$ cat src/rtl/pe_pkg.sv
// Shared constants and saturating-add helpers for the weight-stationary PE family.
// Operands are passed pre-extended to SAT_W bits so one function serves any ACC_W < SAT_W.
package pe_pkg;

  localparam int DATA_W_DEF = 8;
  localparam int ACC_W_DEF  = 24;
  localparam int SAT_W      = 64;

  function automatic logic signed [SAT_W:0] exact_sum(input logic [SAT_W-1:0] a,
                                                      input logic [SAT_W-1:0] b,
                                                      input logic             is_signed);
    if (is_signed) return $signed({a[SAT_W-1], a}) + $signed({b[SAT_W-1], b});
    return $signed({1'b0, a}) + $signed({1'b0, b});
  endfunction

  function automatic logic signed [SAT_W:0] hi_lim(input int unsigned w, input logic is_signed);
    logic signed [SAT_W:0] one;
    one = 1;
    return is_signed ? (one <<< (w - 1)) - one : (one <<< w) - one;
  endfunction

  function automatic logic signed [SAT_W:0] lo_lim(input int unsigned w, input logic is_signed);
    logic signed [SAT_W:0] one;
    one = 1;
    return is_signed ? -(one <<< (w - 1)) : '0;
  endfunction

  // Clamped a+b for a w-bit accumulator; caller keeps the low w bits.
  function automatic logic [SAT_W-1:0] sat_add(input logic [SAT_W-1:0] a,
                                               input logic [SAT_W-1:0] b,
                                               input int unsigned      w,
                                               input logic             is_signed);
    logic signed [SAT_W:0] s, hi, lo;
    s  = exact_sum(a, b, is_signed);
    hi = hi_lim(w, is_signed);
    lo = lo_lim(w, is_signed);
    if (s > hi) return hi[SAT_W-1:0];
    if (s < lo) return lo[SAT_W-1:0];
    return s[SAT_W-1:0];
  endfunction

  function automatic logic sat_hit(input logic [SAT_W-1:0] a,
                                   input logic [SAT_W-1:0] b,
                                   input int unsigned      w,
                                   input logic             is_signed);
    logic signed [SAT_W:0] s;
    s = exact_sum(a, b, is_signed);
    return (s > hi_lim(w, is_signed)) || (s < lo_lim(w, is_signed));
  endfunction

endpackage

$ cat src/rtl/pe_weight_buf.sv
// Double-buffered weight: shadow register on the vertical shift chain, active register
// feeding the MAC. A swap copies the pre-shift shadow, so shift and swap may coincide.
module pe_weight_buf import pe_pkg::*; #(
  parameter int DATA_W = DATA_W_DEF
) (
  input  logic              clk,
  input  logic              rst,
  input  logic              w_shift,
  input  logic [DATA_W-1:0] w_in,
  input  logic              w_swap,
  output logic [DATA_W-1:0] w_out,
  output logic [DATA_W-1:0] w_active
);

  logic [DATA_W-1:0] shadow;

  always_ff @(posedge clk) begin
    if (rst) begin
      shadow   <= '0;
      w_active <= '0;
    end else begin
      if (w_shift) shadow   <= w_in;
      if (w_swap)  w_active <= shadow;
    end
  end

  assign w_out = shadow;

endmodule

$ cat src/rtl/pe_ws_db.sv
// Weight-stationary PE with double-buffered weight; optional accumulator clamping
// and sticky sat_flag when PE_SAT_EN is defined, modulo-2^ACC_W wrap otherwise.
module pe_ws_db import pe_pkg::*; #(
  parameter int DATA_W = DATA_W_DEF,
  parameter int ACC_W  = ACC_W_DEF,
  parameter bit SIGNED = 1'b1
) (
  input  logic              clk,
  input  logic              rst,
  input  logic              clear,
  input  logic [DATA_W-1:0] a_in,
  input  logic              a_valid_in,
  output logic [DATA_W-1:0] a_out,
  output logic              a_valid_out,
  input  logic              w_shift,
  input  logic [DATA_W-1:0] w_in,
  output logic [DATA_W-1:0] w_out,
  input  logic              w_swap,
  input  logic [ACC_W-1:0]  psum_in,
  input  logic              psum_valid_in,
  output logic [ACC_W-1:0]  psum_out,
  output logic              psum_valid_out,
  output logic              sat_flag
);

  // Valids are pure qualifiers: there is no ready, nothing stalls, and every register
  // advances each cycle; a_valid_in gates the product, psum_valid_in only travels along.
  logic [DATA_W-1:0]   w_active;
  logic [2*DATA_W-1:0] a_ext, w_ext, prod;
  logic [ACC_W-1:0]    prod_ext, addend, sum_next;
  logic                clamp;

  pe_weight_buf #(.DATA_W(DATA_W)) u_wbuf (
    .clk      (clk),
    .rst      (rst),
    .w_shift  (w_shift),
    .w_in     (w_in),
    .w_swap   (w_swap),
    .w_out    (w_out),
    .w_active (w_active)
  );

  // Low 2*DATA_W bits of the product of extended operands give the signed or unsigned result.
  assign a_ext = SIGNED ? {{DATA_W{a_in[DATA_W-1]}}, a_in}
                        : {{DATA_W{1'b0}}, a_in};
  assign w_ext = SIGNED ? {{DATA_W{w_active[DATA_W-1]}}, w_active}
                        : {{DATA_W{1'b0}}, w_active};
  assign prod  = a_ext * w_ext;

  if (ACC_W > 2*DATA_W) begin : g_prod_wide
    assign prod_ext = {{(ACC_W-2*DATA_W){SIGNED & prod[2*DATA_W-1]}}, prod};
  end else begin : g_prod_eq
    assign prod_ext = prod;
  end

  assign addend = a_valid_in ? prod_ext : '0;

`ifdef PE_SAT_EN
  logic [SAT_W-1:0] psum_x, add_x;

  if (SIGNED) begin : g_sx
    assign psum_x = {{(SAT_W-ACC_W){psum_in[ACC_W-1]}}, psum_in};
    assign add_x  = {{(SAT_W-ACC_W){addend[ACC_W-1]}}, addend};
  end else begin : g_zx
    assign psum_x = {{(SAT_W-ACC_W){1'b0}}, psum_in};
    assign add_x  = {{(SAT_W-ACC_W){1'b0}}, addend};
  end

  always_comb begin
    sum_next = ACC_W'(sat_add(psum_x, add_x, ACC_W, SIGNED));
    clamp    = sat_hit(psum_x, add_x, ACC_W, SIGNED);
  end

  always_ff @(posedge clk) begin
    if (rst || clear) sat_flag <= 1'b0;
    else if (clamp)   sat_flag <= 1'b1;
  end
`else
  assign sum_next = psum_in + addend;
  assign clamp    = 1'b0;
  assign sat_flag = clamp;
`endif

  always_ff @(posedge clk) begin
    if (rst || clear) begin
      a_out          <= '0;
      a_valid_out    <= 1'b0;
      psum_out       <= '0;
      psum_valid_out <= 1'b0;
    end else begin
      a_out          <= a_in;
      a_valid_out    <= a_valid_in;
      psum_out       <= sum_next;
      psum_valid_out <= psum_valid_in;
    end
  end

endmodule

$ cat config.mk
export PLATFORM = sky130hd
export DESIGN_NAME = pe_ws_db
export DESIGN_NICKNAME = d
export VERILOG_FILES = /design/src/rtl/pe_pkg.sv /design/src/rtl/pe_weight_buf.sv /design/src/rtl/pe_ws_db.sv
export SDC_FILE = /design/constraint.sdc
export NUM_CORES = 1
export LEC_CHECK = 0
export CORE_ASPECT_RATIO = 1.2
export CORE_MARGIN = 5
export CORE_UTILIZATION = 45
export DETAILED_ROUTE_END_ITERATION = 10
export PLACE_DENSITY = 0.74
export SYNTH_ARGS = -nofsm -noshare
export SYNTH_HDL_FRONTEND = slang
export SYNTH_HIERARCHICAL = 1
export SYNTH_SLANG_ARGS = --single-unit
$ cat constraint.sdc
create_clock -name clk -period 7.2 [get_ports clk]
set_clock_uncertainty 0.1 [all_clocks]
set_input_delay 1.44 -clock clk [delete_from_list [all_inputs] [get_ports clk]]
set_output_delay 1.44 -clock clk [all_outputs]
set_load 0.03 [all_outputs]
==> impl_metrics.csv, run 1 <==
group,metric,value,unit
power,power.static_leakage,3.39,nW
sta,period_minus_slack,7.01,ns
flow_run,timing.max_cap.violations,0,
route,first_iter_violations,117,
power,power_density,136,nW/µm²
yosys,sequential_area_share_after_synthesis,0.198,
sta,slew-limit-headroom,0.336,
die,die_area,13500,µm²
die,row_count,42,
clocking,insertion_delay,0.30,ns
yosys,ys_ff_latch,50,
power,vdd_drop_max,0.000110,V
clocking,clockRootBuffer,"sky130_fd_sc_hd__clkbuf_16",
sta,worst_tran_pin_value,0.992,ns
yosys,async_reset_ff_frac,0,
critical_path,r2r_setup_slack,0.86,ns
yosys,synth_fa_ha_area_frac,0.350,
die,chipHeight,126,µm
hold_path,hp-class,"register to register",
layout,layout.cells.most_common,"sky130_fd_sc_hd__inv_1",
layout,filler_cell_count,900,
route,detailed_route_drc_error_count,0,
critical_path,cp_data_required_time,7.29,ns
sta,achievable_frequency,143,MHz
route,route.vias.total,4293,
critical_path,regToRegStartpoint,"u_wbuf/w_active[7]$_SDFFE_PP0P_",
route,viasPerCell,5.02,
yosys,largest_family_of_logic_cells_by_synthesized_area,"adder cells",
layout,layout-drive-gt1-share,0.202,
critical_path,critical_path.endpoint_type,"register",
critical_path,cp-startpoint,"a_in[6]",
yosys,synth_cell_type_count,48,
sta,final_setup_violation_count,0,
grt,grt_pass1_vias,4527,
yosys,synth_xor_area_frac,0.0536,
critical_path,crit_fanout,4,
power,total_power,0.956,mW
critical_path,crit_type,"input pin to register",
critical_path,worst-endpoint-arrival,7.10,ns
placement,gp_congestion,0.929,
clocking,path_clk_slew,0.07,ns
yosys,synth_edf_count,0,
grt,globalRouteOverflowTotal,0,
clocking,post_cts_hold_buffer_count,0,
yosys,synthesis.instances,560,
sta,hold_viol_final,0,
yosys,postSynthNetCount,715,
grt,gr-usage-all-layers,0.181,
clocking,cts.sinks,50,
yosys,synth.area.mux_share,0.0400,
die,starting_density,0.459,
yosys,most_frequently_used_flop_master_after_synthesis,"sky130_fd_sc_hd__dfxtp_1",
clocking,ctsHtreeMaxLevel,2,
yosys,synthSimpleGateAreaFrac,0.182,
sta,whs,0.439,ns
route,avgRoutedWirePerCell,14.4,µm
die,num_io_pins,90,
route,finalWirelength,12300,µm
placement,hpwl,9890,µm
grt,grt_max_degree,22,
placement,port_buffers,88,
sta,timing.final.max_slew_violations,0,
die,die_width,107,µm
layout,insertedDiodeCount,0,
yosys,synth_compound_gate_area_share,0.0943,
layout,area_growth_from_synthesis_to_layout,38.3,%
sta,totalNegativeSetupSlack,0,ns
clocking,cts_made_buffers,5,
sta,period_utilisation_layout,0.973,
layout,most-common-layout-cells,"85 x sky130_fd_sc_hd__inv_1, 80 x sky130_fd_sc_hd__clkdlybuf4s50_1, 76 x sky130_fd_sc_hd__buf_4, 61 x sky130_fd_sc_hd__and2_1, 54 x sky130_fd_sc_hd__fa_1",
clocking,cts_max_path_buffers,2,
run_status,result_of_the_run,"finished, final reports clean",
hold_path,hold_start,"u_wbuf/w_out[0]$_SDFFE_PP0P_",
route,dr.pass1.iters,5,
critical_path,start_kind,"input pin",
layout,final_cell_area,7010,µm²
clocking,tritoncts,"done",
die,standard_cell_core_area,11000,µm²
placement,area_after_dpl,6600,µm²
grt,antenna_violations_before_repair,0,
layout,design.final.nets,878,
route,drt.antenna.violating_nets,0,
grt,grt_first_pass_wirelength,20100,µm
yosys,avgSynthCellArea,9.05,µm²
yosys,synth_warn,6,
yosys,syn-cell-area,5070,µm²
[worst max-delay path, stage by stage]
cell and delay [ns]:
sky130_fd_sc_hd__clkbuf_2 0.11, sky130_fd_sc_hd__and2_4 0.14, sky130_fd_sc_hd__fa_1 0.53, sky130_fd_sc_hd__inv_2 0.05, sky130_fd_sc_hd__fa_1 0.49, sky130_fd_sc_hd__inv_2 0.04
sky130_fd_sc_hd__fa_1 0.53, sky130_fd_sc_hd__inv_1 0.05, sky130_fd_sc_hd__fa_1 0.49, sky130_fd_sc_hd__inv_2 0.05, sky130_fd_sc_hd__ha_4 0.23, sky130_fd_sc_hd__a21o_1 0.19
sky130_fd_sc_hd__a21o_1 0.17, sky130_fd_sc_hd__a21oi_2 0.22, sky130_fd_sc_hd__o21bai_4 0.10, sky130_fd_sc_hd__buf_4 0.13, sky130_fd_sc_hd__xor2_1 0.12, sky130_fd_sc_hd__and2_1 0.17
sky130_fd_sc_hd__ha_4 0.29, sky130_fd_sc_hd__nand4_1 0.12, sky130_fd_sc_hd__or4_4 0.58, sky130_fd_sc_hd__nand4_4 0.11, sky130_fd_sc_hd__a41o_1 0.21, sky130_fd_sc_hd__a31oi_2 0.11
sky130_fd_sc_hd__and2_0 0.16, sky130_fd_sc_hd__mux2_4 0.26
[Yosys cell counts (2+ instances only)]
library cell | count | area share
sky130_fd_sc_hd__mux2i_1 | 18 | 0.036
sky130_fd_sc_hd__xnor2_1 | 19 | 0.033
sky130_fd_sc_hd__and2_1 | 66 | 0.081
sky130_fd_sc_hd__a21oi_1 | 17 | 0.017
sky130_fd_sc_hd__nand3_1 | 2 | 0.0020
sky130_fd_sc_hd__nand2b_1 | 5 | 0.0062
sky130_fd_sc_hd__o21ai_0 | 13 | 0.013
sky130_fd_sc_hd__a31oi_1 | 6 | 0.0074
sky130_fd_sc_hd__or3_1 | 5 | 0.0062
sky130_fd_sc_hd__ha_1 | 52 | 0.13
sky130_fd_sc_hd__nor2_1 | 43 | 0.032
sky130_fd_sc_hd__nor3_1 | 6 | 0.0059
sky130_fd_sc_hd__a21o_1 | 12 | 0.018
sky130_fd_sc_hd__buf_6 | 3 | 0.0067
sky130_fd_sc_hd__clkbuf_1 | 4 | 0.0030
sky130_fd_sc_hd__o21ai_1 | 2 | 0.0020
sky130_fd_sc_hd__dfxtp_1 | 50 | 0.20
sky130_fd_sc_hd__a211oi_1 | 3 | 0.0044
sky130_fd_sc_hd__o211ai_1 | 5 | 0.0074
sky130_fd_sc_hd__o21bai_1 | 5 | 0.0074
sky130_fd_sc_hd__nand4_1 | 3 | 0.0037
sky130_fd_sc_hd__fa_1 | 56 | 0.22
sky130_fd_sc_hd__nand2_1 | 25 | 0.019
sky130_fd_sc_hd__o21a_1 | 3 | 0.0044
sky130_fd_sc_hd__mux2_2 | 2 | 0.0044
sky130_fd_sc_hd__xor2_1 | 12 | 0.021
sky130_fd_sc_hd__inv_1 | 93 | 0.069
sky130_fd_sc_hd__nor2b_1 | 10 | 0.012
[area by class of cell]
class                      count  area, µm²  share of cell area
inverter                      94        353              0.0504
sequential                    50       1000               0.143
timing repair buffer         165       1430               0.203
clock buffer                   5        125              0.0179
clock inverter                 3       28.8             0.00411
tap                          132        165              0.0236
multi-input combinational    407       3910               0.558
[sequential cells by signal (all words and copies together) (netlist names)]
register,count
psum_out,24
psum_valid_out,1
a_out,8
u_wbuf/w_out,8
u_wbuf/w_active,8
a_valid_out,1
[power breakdown]
group / switching [mW] / internal [mW]
clock network: 0.120 / 0.133
registers: 0.00974 / 0.294
logic: 0.199 / 0.200
[worst paths after layout]
path / cells past startpoint / end
hold / removal: 2 / u_wbuf/w_out[0]$_SDFFE_PP0P_
setup / recovery: 26 / psum_out[23]$_SDFF_PP0_
setup reg to reg: 21 / psum_out[23]$_SDFF_PP0_
hold reg to reg: 2 / u_wbuf/w_out[0]$_SDFFE_PP0P_
[layer usage]
metal  share of wire  GRT usage  routed length (µm)
met3           0.046     0.0384                 567
met4           0.025     0.0542                 307
met2            0.52      0.335                6360
met1            0.41      0.207                5070
met5               0          0                   0
[stage by stage]
step                setup WS (ns)   util  cells
finish                      0.195  0.635    856
global route              -0.0705  0.635    856
CTS                      0.000714  0.620    850
detailed placement         -0.785  0.598    841
global placement           -0.630  0.598    841
floorplan                 0.00619      -    560
[cell families (layout without fill, tap and decap cells)]
family,Yosys count,after routing
flops,50,50
fa+ha+maj,108,108
other cells,1,1
simple gates,174,174
mux,20,20
buf+inv,103,267
compound gates,73,73
xor+xnor,31,31
[timing repair]
item                       CTS  global route
setup endpoints to repair    5             5
hold endpoints to repair     0             0
resized for setup           32            47
buffers inserted             1             6
pin swaps                   15            38
No activity file was read; power rests on OpenSTA's default activity.
==> run 2, diff against run 1 <==
--- a/config.mk
+++ b/config.mk
@@ -5,11 +5,13 @@
 export SDC_FILE = /design/constraint.sdc
 export NUM_CORES = 1
 export LEC_CHECK = 0
+export CAP_MARGIN = 20
 export CORE_ASPECT_RATIO = 1.2
 export CORE_MARGIN = 5
 export CORE_UTILIZATION = 45
 export DETAILED_ROUTE_END_ITERATION = 10
 export PLACE_DENSITY = 0.74
+export SLEW_MARGIN = 20
 export SYNTH_ARGS = -nofsm -noshare
 export SYNTH_HDL_FRONTEND = slang
 export SYNTH_HIERARCHICAL = 1
==> constraint.sdc (replaced) <==
create_clock -name clk -period 6.33 [get_ports clk]
set_clock_uncertainty 0.1 [all_clocks]
set_input_delay 1.266 -clock clk [delete_from_list [all_inputs] [get_ports clk]]
set_output_delay 1.266 -clock clk [all_outputs]
set_load 0.03 [all_outputs]
==> run 2 against run 1 <==
  * The flow now finishes with violations (negative setup slack)
  * Sequential cell count stayed put
  * Critical path depth is 1 lower
  * Clock power is 15% higher
  * Utilization is 2.5 points higher
  * Setup slack worse by 0.65 ns
  * Non-clock buffer count is 14 higher
  * Routed wire length is 3.7% higher
  * Via count is 2.0% higher
  * Die area stayed put
  * Combinational power is 26% higher
  * Critical path type unchanged
==> impl_metrics.csv, run 2 (synthesis gave the netlist of run 1 again) <==
group,metric,value,unit
run_status,result_of_the_run,"finished with violations",
run_status,violations,"negative setup slack",
layout,finalNonFillerCells,870,
power,p_seq_frac,0.304,
hold_path,hold_start,"u_wbuf/w_out[2]$_SDFFE_PP0P_",
grt,gr-usage-all-layers,0.192,
critical_path,crit_type,"input pin to register",
placement,gp_congestion,0.919,
clocking,cts_made_buffers,5,
power,power_density,156,nW/µm²
power,vdd_drop_max,0.000113,V
critical_path,cp_data_required_time,6.42,ns
route,viasPerCell,5.03,
die,chipHeight,126,µm
power,power.net_switching,0.394,mW
critical_path,regToRegStartpoint,"u_wbuf/w_active[2]$_SDFFE_PP0P_",
layout,most-common-layout-cells,"90 x sky130_fd_sc_hd__buf_4, 83 x sky130_fd_sc_hd__inv_1, 80 x sky130_fd_sc_hd__clkdlybuf4s50_1, 56 x sky130_fd_sc_hd__and2_1, 53 x sky130_fd_sc_hd__fa_1",
layout,design.final.nets,892,
layout,layout.cells.most_common,"sky130_fd_sc_hd__buf_4",
critical_path,worstReg2RegEnd,"psum_out[23]$_SDFF_PP0_",
route,route.vias.total,4377,
route,finalWirelength,12800,µm
placement,hpwl,9980,µm
sta,period_minus_slack,6.79,ns
power,power.static_leakage,3.50,nW
clocking,ctsHtreeMaxLevel,2,
critical_path,crit_fanout,5,
die,row_count,42,
clocking,clockRootBuffer,"sky130_fd_sc_hd__clkbuf_16",
layout,insertedDiodeCount,0,
layout,layout-drive-gt1-share,0.253,
clocking,path_clk_slew,0.08,ns
power,clock_power_share,0.255,
clocking,insertion_delay,0.30,ns
route,detailed_route_drc_error_count,0,
sta,slew-limit-headroom,0.325,
flow_run,timing.max_cap.violations,0,
die,die_width,107,µm
sta,final_critical_path_setup_slack,-0.457,ns
route,first_iter_violations,93,
critical_path,worstRegToRegCells,24,
layout,flip_flop_count_of_the_largest_register_all_copies_and_words_added,24,
clocking,tritoncts,"done",
critical_path,start_kind,"input pin",
route,avgRoutedWirePerCell,14.7,µm
sta,final_setup_violation_count,9,
clocking,cts_max_path_buffers,2,
grt,grt_pass1_vias,4736,
grt,antenna_violations_before_repair,0,
grt,grt_max_degree,22,
sta,grt_setup_unrepaired,"true",
clocking,cts.sinks,50,
die,starting_density,0.459,
placement,port_buffers,88,
die,die_area,13500,µm²
layout,regMostFlops,"psum_out",
hold_path,hp-class,"register to register",
critical_path,worst-endpoint-arrival,6.87,ns
sta,period_utilisation_layout,1.07,
layout,filler_cell_count,865,
route,dr.pass1.iters,4,
hold_path,min_path_cells,2,
clocking,post_cts_hold_buffer_count,0,
power,cellInternalPower,0.745,mW
die,standard_cell_core_area,11000,µm²
grt,grt_first_pass_wirelength,21400,µm
critical_path,critical_path.endpoint_type,"register",
sta,hold_viol_final,0,
power,power.switching_fraction,0.346,
sta,achievable_frequency,147,MHz
hold_path,timing.hold.worst_endpoint,"u_wbuf/w_out[2]$_SDFFE_PP0P_",
critical_path,r2r_setup_slack,0.06,ns
power,share_comb_of_total_power,0.441,
die,num_io_pins,90,
sta,totalNegativeSetupSlack,-1.26,ns
route,drt.antenna.violating_nets,0,
layout,area_growth_from_synthesis_to_layout,43.7,%
grt,globalRouteOverflowTotal,0,
placement,total_instance_count_after_detailed_placement,847,
sta,timing.final.max_slew_violations,0,
sta,worst_tran_pin_value,1.01,ns
run 2: changes by cell type in the layout (fill, tap and decap cells not counted), sizes merged:
cell    change
buf        +19
clkbuf      -5
clkinv      -1
inv         +1
run 2: routing by layer:
| metal | up-vias | part of all wire | track usage | routed length [µm] |
|---|---|---|---|---|
| li1 | 2148 | - | - | - |
| met1 | 2067 | 0.40 | 0.218 | 5100 |
| met2 | 130 | 0.52 | 0.357 | 6620 |
| met3 | 32 | 0.052 | 0.0363 | 663 |
| met4 | 0 | 0.029 | 0.0617 | 373 |
| met5 | - | 0 | 0 | 0 |
run 2: per-stage QoR:
stage	util	instance area, µm²	hold WS, ns	power, mW	worst slack, ns
after floorplan	-	5220	0.442	0.613	-0.234
after global routing	0.660	7280	0.467	1.20	-0.667
after detailed placement	0.614	6770	0.413	0.800	-1.12
after global placement	0.614	6770	0.403	0.784	-1.01
final	0.660	7280	0.435	1.14	-0.457
after CTS	0.645	7120	0.435	1.12	-0.470
run 2: worst max path at each step:
stage / from / endpoint / slack (ns) / cells after the start
after floorplan: a_in[6] / psum_out[23]$_SDFF_PP0_ / -0.23 / 25
after global placement: a_in[5] / psum_out[23]$_SDFF_PP0_ / -1.01 / 24
after detailed placement: a_in[5] / psum_out[23]$_SDFF_PP0_ / -1.12 / 24
after CTS: a_in[5] / psum_out[23]$_SDFF_PP0_ / -0.47 / 27
after global routing: a_in[7] / psum_out[23]$_SDFF_PP0_ / -0.67 / 26
final: a_in[5] / psum_out[23]$_SDFF_PP0_ / -0.46 / 25
run 2: power by group through the flow:
stage          clock, mW  combinational, mW  sequential (mW)
6_report           0.290              0.503            0.346
5_1_grt            0.306              0.549            0.348
4_1_cts            0.294              0.477            0.346
3_5_place_dp           0              0.447            0.353
3_3_place_gp           0              0.431            0.352
2_1_floorplan          0              0.225            0.388
run 2: worst max-delay path, stage by stage:
cell and delay (ns):
sky130_fd_sc_hd__buf_8 0.10, sky130_fd_sc_hd__and2_4 0.13, sky130_fd_sc_hd__fa_1 0.55, sky130_fd_sc_hd__inv_2 0.04
sky130_fd_sc_hd__fa_1 0.49, sky130_fd_sc_hd__inv_2 0.05, sky130_fd_sc_hd__fa_1 0.55, sky130_fd_sc_hd__inv_1 0.05
sky130_fd_sc_hd__fa_1 0.50, sky130_fd_sc_hd__inv_2 0.05, sky130_fd_sc_hd__ha_4 0.27, sky130_fd_sc_hd__o21ai_2 0.06
sky130_fd_sc_hd__o21ai_2 0.19, sky130_fd_sc_hd__o2111ai_4 0.16, sky130_fd_sc_hd__o211ai_1 0.24, sky130_fd_sc_hd__nand3_1 0.10
sky130_fd_sc_hd__and3b_2 0.26, sky130_fd_sc_hd__ha_4 0.28, sky130_fd_sc_hd__nand4_1 0.11, sky130_fd_sc_hd__or4_4 0.58
sky130_fd_sc_hd__nand4_4 0.08, sky130_fd_sc_hd__a41o_1 0.22, sky130_fd_sc_hd__a31oi_2 0.12, sky130_fd_sc_hd__and2_4 0.15
sky130_fd_sc_hd__mux2_4 0.26
run 2: area by class of cell:
type | instances | area [µm²] | share of cell area
Clock inverter | 3 | 28.8 | 0.00395
Timing Repair Buffer | 179 | 1580 | 0.216
Sequential cell | 50 | 1000 | 0.137
Tap cell | 132 | 165 | 0.0227
Clock buffer | 5 | 125 | 0.0172
Multi-Input combinational cell | 407 | 4030 | 0.553
Inverter | 94 | 358 | 0.0491
run 2: what timing repair did:
| action | in CTS | in global routing |
|---|---|---|
| pin swaps | 35 | 26 |
| setup buffers | 13 | 5 |
| resized for setup | 73 | 38 |
| setup endpoints to repair | 14 | 13 |
==> run 3, diff against run 2 <==
--- a/config.mk
+++ b/config.mk
@@ -11,8 +11,9 @@
 export CORE_UTILIZATION = 45
 export DETAILED_ROUTE_END_ITERATION = 10
 export PLACE_DENSITY = 0.74
-export SLEW_MARGIN = 20
+export SLEW_MARGIN = 25
 export SYNTH_ARGS = -nofsm -noshare
 export SYNTH_HDL_FRONTEND = slang
 export SYNTH_HIERARCHICAL = 1
 export SYNTH_SLANG_ARGS = --single-unit
+export TNS_END_PERCENT = 5
==> run 3 against run 2 <==
  * The run still ends with negative setup slack left
  * Via count shrank 3.2%
  * Global-route usage fell by 0.72 points
  * Setup slack better by 0.021 ns
  * Worst hold slack gained 0.00094 ns
==> impl_metrics.csv, run 3 (synthesis gave the netlist of run 1 again) <==
group,metric,value,unit
clocking,cts_max_path_buffers,2,
clocking,cts.sinks,50,
clocking,tritoncts,"done",
sta,achievable_frequency,148,MHz
clocking,path_clk_slew,0.08,ns
run_status,violations,"negative setup slack",
die,die_width,107,µm
route,finalWirelength,12100,µm
power,vdd_drop_max,0.000109,V
layout,design.final.nets,882,
route,dr.pass1.iters,6,
power,power.static_leakage,3.42,nW
clocking,insertion_delay,0.30,ns
route,avgRoutedWirePerCell,14.1,µm
sta,final_setup_violation_count,8,
clocking,clockRootBuffer,"sky130_fd_sc_hd__clkbuf_16",
sta,period_minus_slack,6.77,ns
grt,antenna_violations_before_repair,0,
placement,gp_congestion,0.919,
critical_path,cp-startpoint,"a_in[0]",
sta,timing.final.max_slew_violations,0,
layout,flip_flop_count_of_the_largest_register_all_copies_and_words_added,24,
die,standard_cell_core_area,11000,µm²
die,starting_density,0.459,
critical_path,regToRegStartpoint,"u_wbuf/w_active[2]$_SDFFE_PP0P_",
sta,final_critical_path_setup_slack,-0.437,ns
placement,port_buffers,88,
grt,grt_pass1_vias,4676,
die,die_area,13500,µm²
layout,layout-drive-gt1-share,0.202,
flow_run,timing.max_cap.violations,0,
critical_path,start_kind,"input pin",
clocking,ctsHtreeMaxLevel,2,
die,num_io_pins,90,
critical_path,worst-endpoint-arrival,6.85,ns
route,drt.antenna.violating_nets,0,
layout,area_growth_from_synthesis_to_layout,38.7,%
sta,period_utilisation_layout,1.07,
layout,insertedDiodeCount,0,
layout,most-common-layout-cells,"87 x sky130_fd_sc_hd__inv_1, 82 x sky130_fd_sc_hd__buf_4, 80 x sky130_fd_sc_hd__clkdlybuf4s50_1, 60 x sky130_fd_sc_hd__and2_1, 53 x sky130_fd_sc_hd__fa_1",
placement,hpwl,9980,µm
critical_path,critical_path.endpoint_type,"register",
power,power_density,156,nW/µm²
route,viasPerCell,4.93,
route,first_iter_violations,83,
route,route.vias.total,4237,
die,chipHeight,126,µm
hold_path,hold_start,"u_wbuf/w_out[2]$_SDFFE_PP0P_",
sta,worst_tran_pin_value,1.01,ns
critical_path,crit_fanout,6,
critical_path,crit_type,"input pin to register",
grt,grt_max_degree,22,
layout,layout.cells.most_common,"sky130_fd_sc_hd__inv_1",
run_status,result_of_the_run,"finished with violations",
clocking,cts_made_buffers,5,
layout,regMostFlops,"psum_out",
clocking,post_cts_hold_buffer_count,0,
sta,slew-limit-headroom,0.322,
layout,final_cell_area,7030,µm²
sta,hold_viol_final,0,
grt,globalRouteOverflowTotal,0,
hold_path,hp-class,"register to register",
route,detailed_route_drc_error_count,0,
layout,layout.core_utilization,0.637,
grt,grt_first_pass_wirelength,20700,µm
die,row_count,42,
placement,area_after_dpl,6770,µm²
critical_path,cp_data_required_time,6.42,ns
sta,grt_setup_unrepaired,"true",
grt,gr-usage-all-layers,0.185,
layout,filler_cell_count,903,
## run 3: final cells by class
cell class	instances	area [µm²]	share of cell area
repair buffers	169	1470	0.209
multi-input cells	407	3890	0.553
clock buffers	5	125	0.0178
clock inverters	3	28.8	0.00410
inverters	94	353	0.0502
well taps	132	165	0.0235
flip-flops and latches	50	1000	0.142
## run 3: power by group
part	internal [mW]	leakage (nW)	switching (mW)
Clock	0.152	0.0763	0.136
Combinational	0.237	2.94	0.227
Sequential	0.335	0.410	0.0111
## run 3: layer usage
| layer | vias up | global-route usage | wire (µm) |
|---|---|---|---|
| met5 | - | 0 | 0 |
| met3 | 23 | 0.0353 | 580 |
| li1 | 2124 | - | - |
| met2 | 109 | 0.340 | 6300 |
| met4 | 0 | 0.0625 | 242 |
| met1 | 1981 | 0.211 | 4970 |
## run 3: per-stage QoR
stage               cells  TNS (ns)  setup slack [ns]  total power, mW  hold slack [ns]
global route          860     -4.91            -0.691             1.17            0.467
detailed placement    847     -9.97             -1.12            0.800            0.413
CTS                   859     -1.78            -0.514             1.10            0.435
floorplan             560    -0.234            -0.234            0.613            0.442
global placement      847     -8.27             -1.01            0.784            0.403
finish                860     -1.94            -0.437             1.10            0.436
## run 3: final timing paths
| path | end | slack, ns | cells after the start |
|---|---|---|---|
| setup / recovery | psum_out[23]$_SDFF_PP0_ | -0.44 | 24 |
| hold / removal | u_wbuf/w_out[2]$_SDFFE_PP0P_ | 0.44 | 2 |
| setup reg to reg | psum_out[23]$_SDFF_PP0_ | 0.13 | 24 |
| hold reg to reg | u_wbuf/w_out[2]$_SDFFE_PP0P_ | 0.44 | 2 |
## run 3: what timing repair did
item	4_1_cts	5_1_grt
hold endpoints to repair	0	0
endpoints found under the setup margin	14	13
pin swaps	20	9
setup buffers	4	1
gates resized for setup	44	13
gates cloned	0	0
## run 3: critical path, stage by stage
cell	delay, ns
sky130_fd_sc_hd__buf_2	0.14
sky130_fd_sc_hd__nand2b_4	0.15
sky130_fd_sc_hd__fa_1	0.51
sky130_fd_sc_hd__fa_1	0.56
sky130_fd_sc_hd__inv_2	0.05
sky130_fd_sc_hd__fa_1	0.55
sky130_fd_sc_hd__inv_1	0.06
sky130_fd_sc_hd__fa_1	0.50
sky130_fd_sc_hd__inv_2	0.05
sky130_fd_sc_hd__ha_4	0.27
sky130_fd_sc_hd__o21ai_1	0.08
sky130_fd_sc_hd__o21ai_1	0.19
sky130_fd_sc_hd__o2111ai_2	0.17
sky130_fd_sc_hd__o211ai_1	0.24
sky130_fd_sc_hd__nand3_1	0.10
sky130_fd_sc_hd__and3b_2	0.26
sky130_fd_sc_hd__ha_4	0.28
sky130_fd_sc_hd__nand4_1	0.12
sky130_fd_sc_hd__or4_4	0.51
sky130_fd_sc_hd__nand4_2	0.09
sky130_fd_sc_hd__a41o_1	0.21
sky130_fd_sc_hd__a31oi_2	0.11
sky130_fd_sc_hd__and2_0	0.15
sky130_fd_sc_hd__mux2_2	0.26
